## src/rtl/ball_mover_if.sv

```systemverilog
// Control pulses into the ball mover and the position/status it publishes.
// Master drives frame_tick/start/pause; slave (the mover) drives everything else.
interface ball_mover_if;
  logic        frame_tick;
  logic        start;
  logic        pause;
  logic [11:0] x_pos;
  logic [11:0] y_pos;
  logic [11:0] radius;
  logic        bounce;
  logic        corner;
  logic        running;

  modport master (
    output frame_tick, start, pause,
    input  x_pos, y_pos, radius, bounce, corner, running
  );

  modport slave (
    input  frame_tick, start, pause,
    output x_pos, y_pos, radius, bounce, corner, running
  );
endinterface

```

## src/rtl/ball_mover.sv

```systemverilog
// Bouncing-square position source: moves once per frame_tick in RUN, reflects off screen edges.
// Latency: outputs update on the edge that samples frame_tick; no backpressure, pulses are one cycle.
module ball_mover #(
  parameter int       SCREEN_W  = 640,
  parameter int       SCREEN_H  = 480,
  parameter int       RADIUS    = 8,
  parameter int       STEP      = 2,
  parameter int       X_INIT    = 320,
  parameter int       Y_INIT    = 240,
  parameter bit       X_DIR_NEG = 1'b0,
  parameter bit       Y_DIR_NEG = 1'b0
) (
  input  logic         clk,
  input  logic         reset,
  ball_mover_if.slave  bus
);

  localparam logic [12:0] XMIN   = 13'(RADIUS - 1);
  localparam logic [12:0] XMAX   = 13'(SCREEN_W - RADIUS);
  localparam logic [12:0] YMIN   = 13'(RADIUS - 1);
  localparam logic [12:0] YMAX   = 13'(SCREEN_H - RADIUS);
  localparam logic [12:0] STEP13 = 13'(STEP);

  typedef enum logic [1:0] {
    IDLE   = 2'd0,
    RUN    = 2'd1,
    FREEZE = 2'd2
  } state_t;

  typedef struct packed {
    logic [11:0] pos;
    logic        dir;
    logic        hit;
  } axis_t;

  state_t      state;
  logic [11:0] x_q;
  logic [11:0] y_q;
  logic        dir_x;
  logic        dir_y;
  logic        bounce_q;
  logic        corner_q;
  logic        running_q;
  axis_t       nx;
  axis_t       ny;

  // 13-bit compares so pos+STEP can never wrap and fake a miss near the top of range.
  function automatic axis_t step_axis(input logic [11:0] pos, input logic dir,
                                      input logic [12:0] lo, input logic [12:0] hi);
    axis_t       r;
    logic [12:0] p;
    logic [12:0] sum;
    logic [12:0] dif;
    p   = {1'b0, pos};
    sum = p + STEP13;
    dif = p - STEP13;
    r   = '{pos: pos, dir: dir, hit: 1'b0};
    if (!dir) begin
      if (sum >= hi) r = '{pos: hi[11:0], dir: 1'b1, hit: 1'b1};
      else           r.pos = sum[11:0];
    end else begin
      if (p <= lo + STEP13) r = '{pos: lo[11:0], dir: 1'b0, hit: 1'b1};
      else                  r.pos = dif[11:0];
    end
    return r;
  endfunction

  always_comb begin
    nx = step_axis(x_q, dir_x, XMIN, XMAX);
    ny = step_axis(y_q, dir_y, YMIN, YMAX);
  end

  always_ff @(posedge clk or posedge reset) begin
    if (reset) begin
      state     <= IDLE;
      x_q       <= 12'(X_INIT);
      y_q       <= 12'(Y_INIT);
      dir_x     <= X_DIR_NEG;
      dir_y     <= Y_DIR_NEG;
      bounce_q  <= 1'b0;
      corner_q  <= 1'b0;
      running_q <= 1'b0;
    end else begin
      bounce_q <= 1'b0;
      corner_q <= 1'b0;
      case (state)
        IDLE: begin
          if (bus.start) begin
            state     <= RUN;
            running_q <= 1'b1;
          end
        end
        RUN: begin
          if (bus.frame_tick) begin
            x_q      <= nx.pos;
            y_q      <= ny.pos;
            dir_x    <= nx.dir;
            dir_y    <= ny.dir;
            bounce_q <= nx.hit | ny.hit;
            corner_q <= nx.hit & ny.hit;
          end
          // A pause on the tick cycle still lets this frame's move land.
          if (bus.pause) begin
            state     <= FREEZE;
            running_q <= 1'b0;
          end
        end
        FREEZE: begin
          if (bus.pause) begin
            state     <= RUN;
            running_q <= 1'b1;
          end
        end
        default: begin
          state     <= IDLE;
          running_q <= 1'b0;
        end
      endcase
    end
  end

  assign bus.x_pos   = x_q;
  assign bus.y_pos   = y_q;
  assign bus.radius  = 12'(RADIUS);
  assign bus.bounce  = bounce_q;
  assign bus.corner  = corner_q;
  assign bus.running = running_q;

endmodule

```

## src/flat_wrapper.sv

```systemverilog
// flat-port wrapper written by rule: the top's interface ports become plain ports
module ball_mover_flat 
#(
  parameter int       SCREEN_W  = 640,
  parameter int       SCREEN_H  = 480,
  parameter int       RADIUS    = 8,
  parameter int       STEP      = 2,
  parameter int       X_INIT    = 320,
  parameter int       Y_INIT    = 240,
  parameter bit       X_DIR_NEG = 1'b0,
  parameter bit       Y_DIR_NEG = 1'b0
)
  (clk, reset, bus_frame_tick, bus_start, bus_pause, bus_x_pos, bus_y_pos, bus_radius, bus_bounce, bus_corner, bus_running);
  ball_mover_if bus_i ();
  input  logic clk;
  input  logic reset;
  input wire logic [$bits(bus_i.frame_tick)-1:0] bus_frame_tick;
  input wire logic [$bits(bus_i.start)-1:0] bus_start;
  input wire logic [$bits(bus_i.pause)-1:0] bus_pause;
  output wire logic [$bits(bus_i.x_pos)-1:0] bus_x_pos;
  output wire logic [$bits(bus_i.y_pos)-1:0] bus_y_pos;
  output wire logic [$bits(bus_i.radius)-1:0] bus_radius;
  output wire logic [$bits(bus_i.bounce)-1:0] bus_bounce;
  output wire logic [$bits(bus_i.corner)-1:0] bus_corner;
  output wire logic [$bits(bus_i.running)-1:0] bus_running;
  assign bus_i.frame_tick = bus_frame_tick;
  assign bus_i.start = bus_start;
  assign bus_i.pause = bus_pause;
  assign bus_x_pos = bus_i.x_pos;
  assign bus_y_pos = bus_i.y_pos;
  assign bus_radius = bus_i.radius;
  assign bus_bounce = bus_i.bounce;
  assign bus_corner = bus_i.corner;
  assign bus_running = bus_i.running;
  ball_mover #(.SCREEN_W(SCREEN_W), .SCREEN_H(SCREEN_H), .RADIUS(RADIUS), .STEP(STEP), .X_INIT(X_INIT), .Y_INIT(Y_INIT), .X_DIR_NEG(X_DIR_NEG), .Y_DIR_NEG(Y_DIR_NEG)) u_core (.clk(clk), .reset(reset), .bus(bus_i));
endmodule
```

## config.mk

```make
export PLATFORM = sky130hd
export DESIGN_NAME = ball_mover_flat
export DESIGN_NICKNAME = d
export VERILOG_FILES = /design/src/rtl/ball_mover_if.sv /design/src/rtl/ball_mover.sv /design/src/flat_wrapper.sv
export SDC_FILE = /design/constraint.sdc
export NUM_CORES = 1
export LEC_CHECK = 0
export ABC_AREA = 1
export CAP_MARGIN = 25
export CORE_MARGIN = 1.5
export CORE_UTILIZATION = 54
export DETAILED_ROUTE_END_ITERATION = 10
export PLACE_DENSITY_LB_ADDON = 0.05
export SLEW_MARGIN = 30
export SYNTH_ARGS = -nofsm -noshare
export SYNTH_HDL_FRONTEND = slang
export SYNTH_SLANG_ARGS = --single-unit
export TNS_END_PERCENT = 20
```

## constraint.sdc

```tcl
create_clock -name clk -period 1.8 [get_ports clk]
set_input_delay 0.36 -clock clk [delete_from_list [all_inputs] [get_ports clk]]
set_output_delay 0.36 -clock clk [all_outputs]
set_load 0.03 [all_outputs]
```

# After elaboration in Yosys (flattened, before gate mapping)
# Index checks and enable logic that the tools add are counted.
# classes
reduce_logical,3
n_eq_ne,5
addsub,4
bitwise_logic,2
mux,22
n_lt_le_gt_ge,4
# op_table
operator,n
2-to-1 mux 12 bit,4
2-to-1 mux 14 bit,2
adder 12 x 2 -> 13 bit (second input constant),2
less-or-equal comparator 12 x 4 -> 1 bit (second input constant),2
subtractor 12 x 2 -> 12 bit (second input constant),2
2-to-1 mux 2 bit,7
greater-or-equal comparator 13 x 10 -> 1 bit (second input constant),1
greater-or-equal comparator 13 x 9 -> 1 bit (second input constant),1
2-to-1 mux 1 bit,7
!= test 2 bit (second input constant),3
case mux 2 bit (3 select lines),1
case mux 1 bit (3 select lines),1
AND reduction 3 bit,1
equality test 2 x 1 -> 1 bit (second input constant),1
equality test 2 bit (second input constant),1
logical NOT 2 bit,1
AND reduction 2 bit,1
bitwise AND 1 bit,1
OR 1 bit,1
# word_totals
in_bits,5
wordCells,48
register_bits,31

# Longest topological paths before layout
# logic_depth
ltp_word,7
ltp_mapped,14
ltp_nobuf,14

# Least setup slack after synthesis
# No wires, ideal clock.
# synth_timing
path_type,register to register
startpoint,"register u_core.x_q[1], in the netlist u_core.bus.x_pos[1]"
endpoint,"register u_core.x_q[5], in the netlist u_core.bus.x_pos[5]"
n_path_buf,0
period_less_slack_ns,1.877
path_stages_with_launch,15
arrival_ns,1.764
slack_ns,-0.077
path_cell_list,dfrtp_1 > ha_1 > nand2_2 > nor2_4 > nand2_2 > nor2_2 > nand2_1 > nand2_1 > nand2_1 > nand2_2 > nand2_2 > nand2_4 > nand3_1 > nand2_1 > inv_1
# synth_via
elab_chain_cells,4
word_cells_on_any_way,7
cone_classes,add/sub (2); order compare (2); mux (3)
# synth_lines
item,line,rtl
from (decl),ball_mover.sv:37,logic [11:0] x_q;
from (signal assigned),ball_mover.sv:76,x_q <= 12'(X_INIT);
from (signal assigned),ball_mover.sv:95,x_q <= nx.pos;
adder 12 x 2 -> 13 bit,ball_mover.sv:55,sum = p + STEP13;
greater-or-equal comparator 13 x 10 -> 1 bit,ball_mover.sv:59,"if (sum >= hi) r = '{pos: hi[11:0], dir: 1'b1, hit: 1'b1};"
2-to-1 mux 12 bit,ball_mover.sv:59,
2-to-1 mux 14 bit *,ball_mover.sv:58,if (!dir) begin
# Mark *: on every way between the ends. The rest lies on a longest branch, timed or not.
# A chain may end at the register's enable or synchronous reset.

# Worst setup path in the final report
# layout_timing
startpoint,"register u_core.y_q[2], in the netlist u_core.bus.y_pos[2]"
endpoint,"register u_core.y_q[7], in the netlist u_core.bus.y_pos[7]"
# layout_via
elab_chain_cells,4
word_cells_on_any_way,7
cone_classes,add/sub (2); order compare (2); mux (3)
# layout_lines
item,line,rtl
from (decl),ball_mover.sv:38,logic [11:0] y_q;
from (signal assigned),ball_mover.sv:77,y_q <= 12'(Y_INIT);
from (signal assigned),ball_mover.sv:96,y_q <= ny.pos;
adder 12 x 2 -> 13 bit,ball_mover.sv:55,
greater-or-equal comparator 13 x 9 -> 1 bit,ball_mover.sv:59,
2-to-1 mux 12 bit,ball_mover.sv:59,
2-to-1 mux 14 bit *,ball_mover.sv:58,
# Marked as above.

==> impl_metrics.json <==
{
  "status": "complete, but fails checks",
  "violations": "setup timing",
  "start_util_pct": 57.1,
  "clockBufferDepth": 2,
  "power_density_nw_per_um2": 1620,
  "cts_root_buf": "clkbuf_8",
  "slew_violations": 0,
  "setup_viol": 1,
  "crit_path_start_kind": "flop",
  "slowest_delay_ns": 0.43,
  "routed_wl_mm": 7.13,
  "viasPerCell": 5.42,
  "gp_congestion": 0.939,
  "period_share_pct": 102,
  "end_kind": "flop",
  "netlist_area_sq_um": 2540,
  "critPathTopFamily": "simple AND/OR/NAND/NOR gates",
  "crit_path_top_delay_cell": "dfrtp_2",
  "drt_iter0_drc": 325,
  "clkSlewWorstSetupHoldPaths_ns": 0.07,
  "syn-mean-instance-area_sq_um": 6.59,
  "vdd_ir_drop_max_mv": 0.861,
  "clock-sinks": 31,
  "fin_setup_tns_ns": -0.0380,
  "wl_per_cell_um": 14.3,
  "nFillCells": 332,
  "num_vias": 2701,
  "regArea_sq_um": 791,
  "cts_htree_levels": 2,
  "postLayoutCoreUtil_pct": 75.8,
  "dp_slack_ns": -0.0323,
  "synthCells": 385,
  "synth_area_leaders": "dfrtp_1, nand2_1, nor2_1",
  "synth_top_area_share_pct": 24.7,
  "grt_use_total_pct": 26.6,
  "antennaDiodeCount": 0,
  "ios": 44,
  "fin_ws_ns": -0.0380,
  "portBuffers": 31,
  "die_w_um": 71.6,
  "cts_made_buffers": 5,
  "maxCapViolations": 0,
  "clock_skew_ns": 0.0108,
  "clock.fmax_ghz": 0.544,
  "rsz0062_at_grt": "yes",
  "ys_ff_latch": 31,
  "cp_data_arrival_time_ns": 2.07,
  "fin_crit_ns": 1.84,
  "hold_viol_final": 0,
  "core_sq_um": 4440,
  "cts_tree": "built",
  "critPathKind": "reg -> reg",
  "drive_above_1_share_pct": 25.3,
  "grt_overflow": 0,
  "crit_chain": "buf_4 > inv_1 > ha_1 > inv_1 > nor2_1 > nand2_1 > o21ai_1 > nand2_1 > a21oi_1 > nand3_1 > nand2_1 > inv_1",
  "area_growth_pct": 32.8,
  "multi_input_area_sq_um": 1660,
  "row_count": 24,
  "hp-class": "in -> async",
  "cp_num_buf_inv": 4,
  "antenna_found_initial": 0,
  "grt_pass1_vias": 2372,
  "drc": 0,
  "cp_max_fo": 5,
  "hpwlAfterDp_mm": 4.77,
  "first_pass_iters": 7,
  "ys_seq_area_share_pct": 30.9,
  "p_leak_nw": 1.68,
  "cp.required_ns": 2.04,
  "synthDistinctLibCells": 35,
  "yosys_warnings": 0,
  "grt_max_degree": 32,
  "yosysTopAreaCell": "dfrtp_1",
  "nets": 454,
  "drtAntennaViolNets": 0,
  "grt_pass1_wl_mm": 10.9,
  "dieArea_sq_um": 5120,
  "clk_latency_ns": 0.29,
  "die_y_um": 71.6
}
synth_stat cells (all sizes together):
master,instances
o21bai,1
nor2,55
o22ai,2
o21ai,26
dfstp,6
inv,49
nand4,8
o211ai,1
clkbuf,4
a21boi,4
ha,4
buf,19
conb,2
nand3,36
a21o,1
a22oi,4
xor2,13
xnor2,1
nand3b,1
nor4,1
a21oi,13
nand2,105
nor3,4
dfrtp,25
stage by stage:
stage | area, sq um | cells | hold WS (ns) | power (mW)
finish | 3370 | 498 | 0.460 | 5.45
global route | 3370 | 498 | 0.523 | 5.87
CTS | 3100 | 489 | 0.471 | 5.02
detailed placement | 3010 | 481 | 0.470 | 4.48
global placement | 3010 | 481 | 0.462 | 4.41
floorplan | 2580 | 395 | 0.459 | 3.44
layout make-up:
class	instances	area share, %
Clock buffer	8	2.97
Inverter	49	5.46
Multi-Input combinational cell	292	49.2
Sequential cell	31	23.5
Tap cell	52	1.93
Timing Repair Buffer	66	17.0
worst register-to-register path, stage by stage, from the launching register on:
cell,delay (ns)
dfrtp_2,0.43
buf_4,0.16
inv_1,0.08
ha_1,0.17
inv_1,0.04
nor2_1,0.12
nand2_1,0.11
o21ai_1,0.18
nand2_1,0.08
a21oi_1,0.17
nand3_1,0.13
nand2_1,0.08
inv_1,0.04
worst paths after layout:
| path | startpoint | to | slack (ns) | depth (start not counted) |
|---|---|---|---|---|
| hold reg to reg | u_core.bus.x_pos[0] | u_core.bus.x_pos[0] | 0.49 | 2 |
| setup / recovery | u_core.bus.y_pos[2] | u_core.bus.y_pos[7] | -0.04 | 12 |
| max in group asynchronous | reset | u_core.bus.x_pos[8] | 1.01 | 3 |
| hold / removal | reset | u_core.bus.y_pos[2] | 0.46 | 3 |
| min in group clk | u_core.bus.x_pos[0] | u_core.bus.x_pos[0] | 0.49 | 2 |
| setup reg to reg | u_core.bus.y_pos[2] | u_core.bus.y_pos[7] | -0.04 | 12 |
where the power goes:
part	switching [mW]	internal, mW	total (mW)	leakage, nW
Clock	0.277	0.349	0.626	0.0515
Combinational	2.18	1.33	3.51	1.27
Sequential	0.341	0.967	1.31	0.356
Total	2.80	2.65	5.45	1.68
state kept, by name, indices dropped and copies added, names as in the netlist:
signal	count
u_core.bus.y_pos	12
u_core.state	2
u_core.bus.corner	1
u_core.bus.x_pos	12
u_core.bus.running	1
u_core.dir_y	1
u_core.dir_x	1
u_core.bus.bounce	1
kinds of logic (layout without fill, tap and decap cells):
| family | after synthesis | count (layout) | share of synthesized area (%) |
|---|---|---|---|
| flops | 31 | 31 | 30.9 |
| xor+xnor | 14 | 14 | 4.83 |
| compound gates | 52 | 52 | 11.6 |
| fa+ha+maj | 4 | 4 | 1.97 |
| other cells | 2 | 12 | 0.296 |
| simple gates | 210 | 210 | 37.2 |
| buf+inv | 72 | 123 | 13.2 |
cell usage in the layout, fill, tap and decap left out, drive strengths merged:
master / Yosys / final
dlymetal6s2s: 0 / 3
o21ai: 26 / 26
a22oi: 4 / 4
dfrtp: 25 / 25
buf: 19 / 35
dfstp: 6 / 6
nor2: 55 / 55
ha: 4 / 4
nand4: 8 / 8
o21bai: 1 / 1
o211ai: 1 / 1
nand3b: 1 / 1
a21o: 1 / 1
clkdlybuf4s50: 0 / 11
nor4: 1 / 1
nand3: 36 / 36
xor2: 13 / 13
nand2: 105 / 105
clkbuf: 4 / 8
conb: 2 / 12
nor3: 4 / 4
inv: 49 / 49
dlygate4sd2: 0 / 17
o22ai: 2 / 2
a21oi: 13 / 13
a21boi: 4 / 4
xnor2: 1 / 1
layer usage:
layer	GRT usage [%]	part of all wire (%)	up-vias
met1	38.8	45	1228
met5	0	0	-
met4	7.97	2.4	0
li1	-	-	1325
met3	3.80	7.3	21
met2	41.0	45	127
what timing repair did:
item                       4_1_cts  5_1_grt
pin swaps                        0       18
setup endpoints to repair       27       28
buffers inserted                 0        9
hold buffers                     0        0
resized for setup               20       57
No activity file was read; power rests on OpenSTA's default activity.
